--- src/rtl/pipe_stage.sv ---
// Two-entry skid-buffer pipeline stage with registered ready.
// Tracks held payloads and counts cycles stalled by downstream.
module pipe_stage #(
    parameter int DATA_WIDTH = 16,
    parameter logic [DATA_WIDTH-1:0] BUBBLE_VALUE = '0,
    parameter int CNT_WIDTH = 8
) (
    input  logic                  clk,
    input  logic                  reset,
    input  logic                  flush,
    input  logic                  in_valid,
    input  logic [DATA_WIDTH-1:0] in_data,
    output logic                  in_ready,
    output logic                  out_valid,
    output logic [DATA_WIDTH-1:0] out_data,
    input  logic                  out_ready,
    output logic [1:0]            occupancy,
    output logic [CNT_WIDTH-1:0]  stall_cnt
);

    typedef enum logic [1:0] {
        EMPTY = 2'd0,
        FULL  = 2'd1,
        SKID  = 2'd2
    } state_t;

    localparam logic [CNT_WIDTH-1:0] CNT_MAX = '1;

    state_t state;
    state_t state_nxt;

    logic [DATA_WIDTH-1:0] main_q;
    logic [DATA_WIDTH-1:0] skid_q;

    logic xfer_in;
    logic xfer_out;
    logic load_main;
    logic load_skid;
    logic main_from_skid;

    assign xfer_in  = in_valid & in_ready;
    assign xfer_out = out_valid & out_ready;

    always_ff @(posedge clk) begin
        if (reset) begin
            state <= EMPTY;
        end else begin
            state <= state_nxt;
        end
    end

    always_comb begin
        state_nxt = state;
        if (flush) begin
            state_nxt = EMPTY;
        end else begin
            unique case (state)
                EMPTY: begin
                    if (xfer_in) state_nxt = FULL;
                end
                FULL: begin
                    if (xfer_out && !xfer_in) state_nxt = EMPTY;
                    else if (xfer_in && !xfer_out) state_nxt = SKID;
                end
                SKID: begin
                    if (xfer_out) state_nxt = FULL;
                end
                default: state_nxt = EMPTY;
            endcase
        end
    end

    // ready comes from state alone so out_ready never reaches in_ready
    always_comb begin
        in_ready  = 1'b1;
        out_valid = 1'b0;
        occupancy = 2'd0;
        unique case (state)
            EMPTY: ;
            FULL: begin
                out_valid = 1'b1;
                occupancy = 2'd1;
            end
            SKID: begin
                in_ready  = 1'b0;
                out_valid = 1'b1;
                occupancy = 2'd2;
            end
            default: ;
        endcase
    end

    always_comb begin
        load_main = 1'b0;
        load_skid = 1'b0;
        main_from_skid = 1'b0;
        unique case (state)
            EMPTY: load_main = xfer_in;
            FULL: begin
                load_main = xfer_in & xfer_out;
                load_skid = xfer_in & ~xfer_out;
            end
            SKID: main_from_skid = xfer_out;
            default: ;
        endcase
    end

    always_ff @(posedge clk) begin
        if (reset || flush) begin
            main_q <= BUBBLE_VALUE;
            skid_q <= BUBBLE_VALUE;
        end else begin
            if (load_main) begin
                main_q <= in_data;
            end else if (main_from_skid) begin
                main_q <= skid_q;
            end
            if (load_skid) begin
                skid_q <= in_data;
            end
        end
    end

    assign out_data = out_valid ? main_q : BUBBLE_VALUE;

    // flush deliberately leaves the stall statistic alone
    always_ff @(posedge clk) begin
        if (reset) begin
            stall_cnt <= '0;
        end else if (out_valid && !out_ready
                     && stall_cnt != CNT_MAX) begin
            stall_cnt <= stall_cnt + 1'b1;
        end
    end

endmodule

--- config.mk ---
export PLATFORM = sky130hd
export DESIGN_NAME = pipe_stage
export DESIGN_NICKNAME = d
export VERILOG_FILES = /design/src/rtl/pipe_stage.sv
export SDC_FILE = /design/constraint.sdc
export NUM_CORES = 1
export LEC_CHECK = 0
export ABC_CLOCK_PERIOD_IN_PS = 2000
export CORE_MARGIN = 2
export CORE_UTILIZATION = 44
export CTS_CLUSTER_DIAMETER = 150
export DETAILED_ROUTE_END_ITERATION = 7
export PLACE_DENSITY = 0.81
export SYNTH_ARGS = -nofsm -noshare
export SYNTH_HDL_FRONTEND = slang
export SYNTH_SLANG_ARGS = --single-unit
--- constraint.sdc ---
create_clock -name clk -period 2 [get_ports clk]
set_input_delay 0.4 -clock clk [delete_from_list [all_inputs] [get_ports clk]]
set_output_delay 0.4 -clock clk [all_outputs]
set_load 0.01 [all_outputs]
# [Word level (Yosys, flattened, before mapping)]
# Index checks and enable logic that the tools add are counted.
[word_totals] rom_bits=0 elab_cells=43 mem_count=0 output_inout_bits=28 regBits=42 latchBits=0 in_bits=21 ram_bits=0
[classes] div=0 muxes=14 eq_ne=6 n_addsub=1 n_reduce_logical=13 n_shift=0 bitwise_logic=5 n_lt_le_gt_ge=0 multipliers=0
[op_table] cell="$mux 16" n=3
[op_table] cell="$add 8x1->8 const B" n=1
[op_table] cell="$mux 2" n=4
[op_table] cell="$ne 8x8->1 const B" n=1
[op_table] cell="$pmux 2 s3" n=1
[op_table] cell="$and 1x1->1" n=4
[op_table] cell="$logic_and 1x1->1" n=4
[op_table] cell="$mux 1" n=4
[op_table] cell="$ne 2x2->1 const B" n=2
[op_table] cell="$pmux 2 s2" n=1
[op_table] cell="$reduce_or 2->1" n=2
[op_table] cell="$logic_not 1->1" n=3
[op_table] cell="$ne 3x3->1 const B" n=1
[op_table] cell="$reduce_and 3->1" n=1
[op_table] cell="$eq 2x1->1 const B" n=1
[op_table] cell="$eq 2x2->1 const B" n=1
[op_table] cell="$logic_not 2->1" n=1
[op_table] cell="$pmux 1 s2" n=1
[op_table] cell="$reduce_bool 2->1" n=1
[op_table] cell="$logic_or 1x1->1" n=1
[op_table] cell="$not 1->1" n=1

# [Depth between registers and ports, before layout]
[logic_depth] ltp_word=9 depth_mapped=10

# [Least setup slack after synthesis]
# No wires, ideal clock.
[synth_timing] kind="reg-to-reg" start="reg state[0]" end="reg skid_q[10]" arrival_ns=1.969 setup_ns=0.070 n_path_buf=2 period_less_slack_ns=2.039 path_stages_with_launch=11 required_ns=1.930 path_slack_ns=-0.039 path_cell_list="dfxtp_1 inv_1 ha_1 and2_1 inv_1 ha_1 and2_1 clkbuf_1 clkbuf_1 nand2_1 a21oi_1"
[synth_between] elab_chain_len=7 elab_cells_between_ends=10
[synth_rtl] element="start, declared" line="29" source="state_t state;"
[synth_rtl] element="start signal, assigned" line="48" source="state <= state_nxt;"
[synth_rtl] element="$eq 2x2->1 / $eq 2x1->1 (equally long branches)" line="78" source="unique case (state)"
[synth_rtl] element="$reduce_or 2->1 (no source line) *"
[synth_rtl] element="$mux 1 *" line="78"
[synth_rtl] element="net out_valid" line="14" source="output logic out_valid,"
[synth_rtl] element="$and 1x1->1 *" line="42" source="assign xfer_out = out_valid & out_ready;"
[synth_rtl] element="$not 1->1 *" line="101" source="load_skid = xfer_in & ~xfer_out;"
[synth_rtl] element="$and 1x1->1 *" line="101"
[synth_rtl] element="$mux 1 *" line="97" source="unique case (state)"
[synth_rtl] element="end signal, assigned" line="119" source="skid_q <= in_data;"
[synth_rtl] element="end, declared" line="33" source="logic [DATA_WIDTH-1:0] skid_q;"
# Mark *: on every way through the listed nets, which the timed path passes. The rest lies on a longest branch.
# A chain may end at the register's enable or synchronous reset.

# [Worst setup path in the final report]
[layout_timing] start="reg state[1]" end="reg main_q[7]"
[layout_between] elab_chain_len=7 elab_cells_between_ends=13
[layout_rtl] element="$eq 2x2->1 / $eq 2x1->1 (equally long branches)" line="78, 97"
[layout_rtl] element="$reduce_or 2->1 (no source line)"
[layout_rtl] element="$mux 1" line="78"
[layout_rtl] element="$and 1x1->1" line="42"
[layout_rtl] element="$and 1x1->1" line="100" source="load_main = xfer_in & xfer_out;"
[layout_rtl] element="$pmux 1 s2" line="97"
[layout_rtl] element="$mux 16 / $reduce_bool 2->1 (equally long branches)"
[layout_rtl] element="end signal, assigned" line="114" source="main_q <= in_data;"
[layout_rtl] element="end signal, assigned" line="116" source="main_q <= skid_q;"
[layout_rtl] element="end, declared" line="32" source="logic [DATA_WIDTH-1:0] main_q;"
# Parallel ways exist; a longest one is shown, timed or not.

==> results.json <==
{
  "synth_top_flop_cell": "sky130_fd_sc_hd__dfxtp_1",
  "fin_crit_sh": 0.9996,
  "netlist_area_mm2": 0.002019,
  "worst-path-buf-inv": 2,
  "grt_first_pass_wirelength_um": 8204,
  "diodes": 0,
  "timing.critical_path.cells": "buf_4, ha_1, and2b_2, ha_4, a22oi_2, buf_12, nor2_1, a311oi_1",
  "ir_drop_worst_vdd_uv": 299.2,
  "async_reset_ff_frac": 0,
  "cpPeakStageDelay_ns": 0.34,
  "min_period_ns": 1.999,
  "detailed_place_hpwl_um": 3461,
  "clock_latency_ns": 0.29,
  "syn_to_final_growth_pct": 38.35,
  "synth-seq-area-share": 0.4164,
  "detail_route.iter0.violations": 187,
  "worst_slack_ns": 0.0007285,
  "ys_seq_elements": 42,
  "vias_in_the_first_global_route": 1858,
  "rows": 24,
  "powerDensity_mw_per_mm2": 639.1,
  "synthesized_instance_count": 251,
  "grtUsageTotal": 0.2042,
  "drc_errors": 0,
  "path_delay_family": "compound AO/OA/AOI/OAI gates",
  "tritoncts_num_sinks": 42,
  "cp-start-kind": "flip-flop",
  "clockBufferDepth": 2,
  "pin_count_of_the_biggest_net_entering_global_routing": 35,
  "run_status": "finished, final reports clean",
  "slew-limit-headroom": 0.5446,
  "final_util": 0.6373,
  "drt.antenna.violating_nets": 0,
  "postCtsHoldBufs": 0,
  "post-synth-top-count-cell": "sky130_fd_sc_hd__nand2_1",
  "design.final.nets": 338,
  "critPathLaunch": "state[1]",
  "finalSetupViolations": 0,
  "detail_route.wl_per_cell_um": 14.63,
  "clk_pin_slew_ns": 0.08,
  "ios": 49,
  "post_synth_num_cell_types": 32,
  "finalClockSkew_ns": 0.003499,
  "setup.worst_path.end_class": "flip-flop",
  "max_clock_freq_mhz": 500.2,
  "worst-slew-pin-transition_ns": 0.6830,
  "grt-ovfl-total": 0,
  "worstSetupPathType": "flip-flop to flip-flop",
  "fin_total_pwr_uw": 1786,
  "final-max-slew-violation-count": 0,
  "synth_area_leaders": "sky130_fd_sc_hd__dfxtp_1 (42%), sky130_fd_sc_hd__nand2_1 (9.7%), sky130_fd_sc_hd__a311oi_1 (6.9%)",
  "critPathArrivalTime_ns": 2.18,
  "synth_warnings": 0,
  "vias": 1977,
  "syn_area_per_cell_um2": 8.046,
  "cts-root-buf": "sky130_fd_sc_hd__clkbuf_8",
  "number_of_enable_type_register_cells_in_the_synthesized_netlist": 0,
  "routed_wirelength_um": 5280,
  "tritoncts.num_buffers": 5,
  "worstPathRequired_ns": 2.18,
  "cts_tree": "built",
  "hp-class": "flip-flop to flip-flop",
  "numPortBuffers": 48,
  "detailedRoute.firstPassIterationCount": 4,
  "worst_r2r_startpoint": "state[1]",
  "place_worst_setup_slack_ns": -0.1258,
  "post_route_hold_slack_ns": 0.4635,
  "globalplace.congestion": 0.8480,
  "cap_viol_max_count": 0,
  "post_synthesis_cell_type_with_the_largest_combined_area": "sky130_fd_sc_hd__dfxtp_1",
  "fraction_of_synthesized_cell_area_taken_by_the_top_area_cell_type": 0.4164,
  "mappedNetlistNets": 281,
  "die_area_mm2": 0.005147,
  "crit_path_top_delay_cell": "sky130_fd_sc_hd__dfxtp_2",
  "floorplan.core_area_mm2": 0.004384,
  "layout-drive-gt1-share": 0.1489,
  "finalHoldViolations": 0,
  "die_y_um": 71.75,
  "min_from": "skid_q[1]",
  "htree_num_levels": 2,
  "die_w_um": 71.75,
  "power.leakage_uw": 0.001069,
  "antenna_found_initial": 0,
  "critical_path.max_fanout": 16,
  "floorplan.initialDensity": 0.4606,
  "netlist_top_cells_count": "sky130_fd_sc_hd__nand2_1 (52), sky130_fd_sc_hd__dfxtp_1 (42), sky130_fd_sc_hd__a21oi_1 (22)",
  "vias_per_cell": 5.476
}
[report_power, final]
| group | internal (µW) | total [µW] | leakage, µW | switching [µW] |
|---|---|---|---|---|
| registers | 859 | 871 | 0.000342 | 12.0 |
| logic | 130 | 260 | 0.000670 | 130 |
| clock network | 367 | 655 | 0.0000579 | 287 |
[routing by layer]
metal	GRT usage	wire, µm
met1	0.2496	2272
met2	0.3395	2656
met3	0.05345	264
met4	0.08805	87
met5	0	0
[registers in the layout, summed over array words and instances (netlist names)]
name,count
skid_q,16
stall_cnt,8
main_q,16
state,2
[what timing repair did]
action | in CTS | in global routing
setup buffers | 0 | 1
gates cloned | 0 | 1
resized for setup | 21 | 13
setup endpoints to repair | 26 | 49
pin swaps | 0 | 4
[worst paths after layout]
path,endpoint,slack [ns],cells after the start
worst max-delay path,main_q[7],0.0007,8
worst min register to register,skid_q[1],0.46,2
worst min-delay path,skid_q[1],0.46,2
worst max register to register,main_q[7],0.0007,8
[kinds of logic (layout without fill, tap and decap cells)]
group | count (synthesis) | in the layout | synth area share
simple gates | 122 | 122 | 0.2869
compound gates | 50 | 50 | 0.1716
flops | 42 | 42 | 0.4164
buf+inv | 25 | 83 | 0.05576
fa+ha+maj | 9 | 9 | 0.05576
xor+xnor | 2 | 2 | 0.008676
mux | 1 | 1 | 0.004957
[worst register-to-register path, stage by stage (launching register included)]
cell,delay [ns]
sky130_fd_sc_hd__dfxtp_2,0.34
sky130_fd_sc_hd__buf_4,0.12
sky130_fd_sc_hd__ha_1,0.16
sky130_fd_sc_hd__and2b_2,0.27
sky130_fd_sc_hd__ha_4,0.17
sky130_fd_sc_hd__a22oi_2,0.24
sky130_fd_sc_hd__buf_12,0.19
sky130_fd_sc_hd__nor2_1,0.05
sky130_fd_sc_hd__a311oi_1,0.34
[layout make-up]
class                   count  area [µm²]
clock buffers               5       68.82
multi-input cells         184        1102
clock inverters             3       40.04
flip-flops and latches     42       843.3
fillers                   377        1590
inverters                   7       26.28
well taps                  52       65.06
repair buffers             68       648.1
[layout by cell type, fill, tap and decap left out, types with 2 or more instances in the layout]
cell type,instances
sky130_fd_sc_hd__or4_1,3
sky130_fd_sc_hd__o21a_1,2
sky130_fd_sc_hd__xor2_1,2
sky130_fd_sc_hd__buf_12,2
sky130_fd_sc_hd__clkbuf_2,2
sky130_fd_sc_hd__and2_1,18
sky130_fd_sc_hd__nand2_1,52
sky130_fd_sc_hd__nor2_1,20
sky130_fd_sc_hd__o21ai_0,3
sky130_fd_sc_hd__clkbuf_8,5
sky130_fd_sc_hd__nand3_1,18
sky130_fd_sc_hd__clkdlybuf4s50_1,29
sky130_fd_sc_hd__inv_1,5
sky130_fd_sc_hd__dfxtp_2,2
sky130_fd_sc_hd__dlygate4sd2_1,14
sky130_fd_sc_hd__ha_4,2
sky130_fd_sc_hd__buf_4,17
sky130_fd_sc_hd__a311oi_1,16
sky130_fd_sc_hd__o31ai_1,3
sky130_fd_sc_hd__clkinv_2,2
sky130_fd_sc_hd__dfxtp_1,40
sky130_fd_sc_hd__clkdlybuf4s15_1,2
sky130_fd_sc_hd__inv_2,2
sky130_fd_sc_hd__a21oi_1,21
sky130_fd_sc_hd__ha_1,6
[per-stage QoR]
step	cell area, µm²	TNS, ns	cells
after detailed placement	2641	-3.170	351
after global placement	2641	-2.110	351
final	2794	0	361
after global routing	2794	-0.04758	361
after CTS	2740	0	359
after floorplan	2023	0	251
No activity file was read; power rests on OpenSTA's default activity.
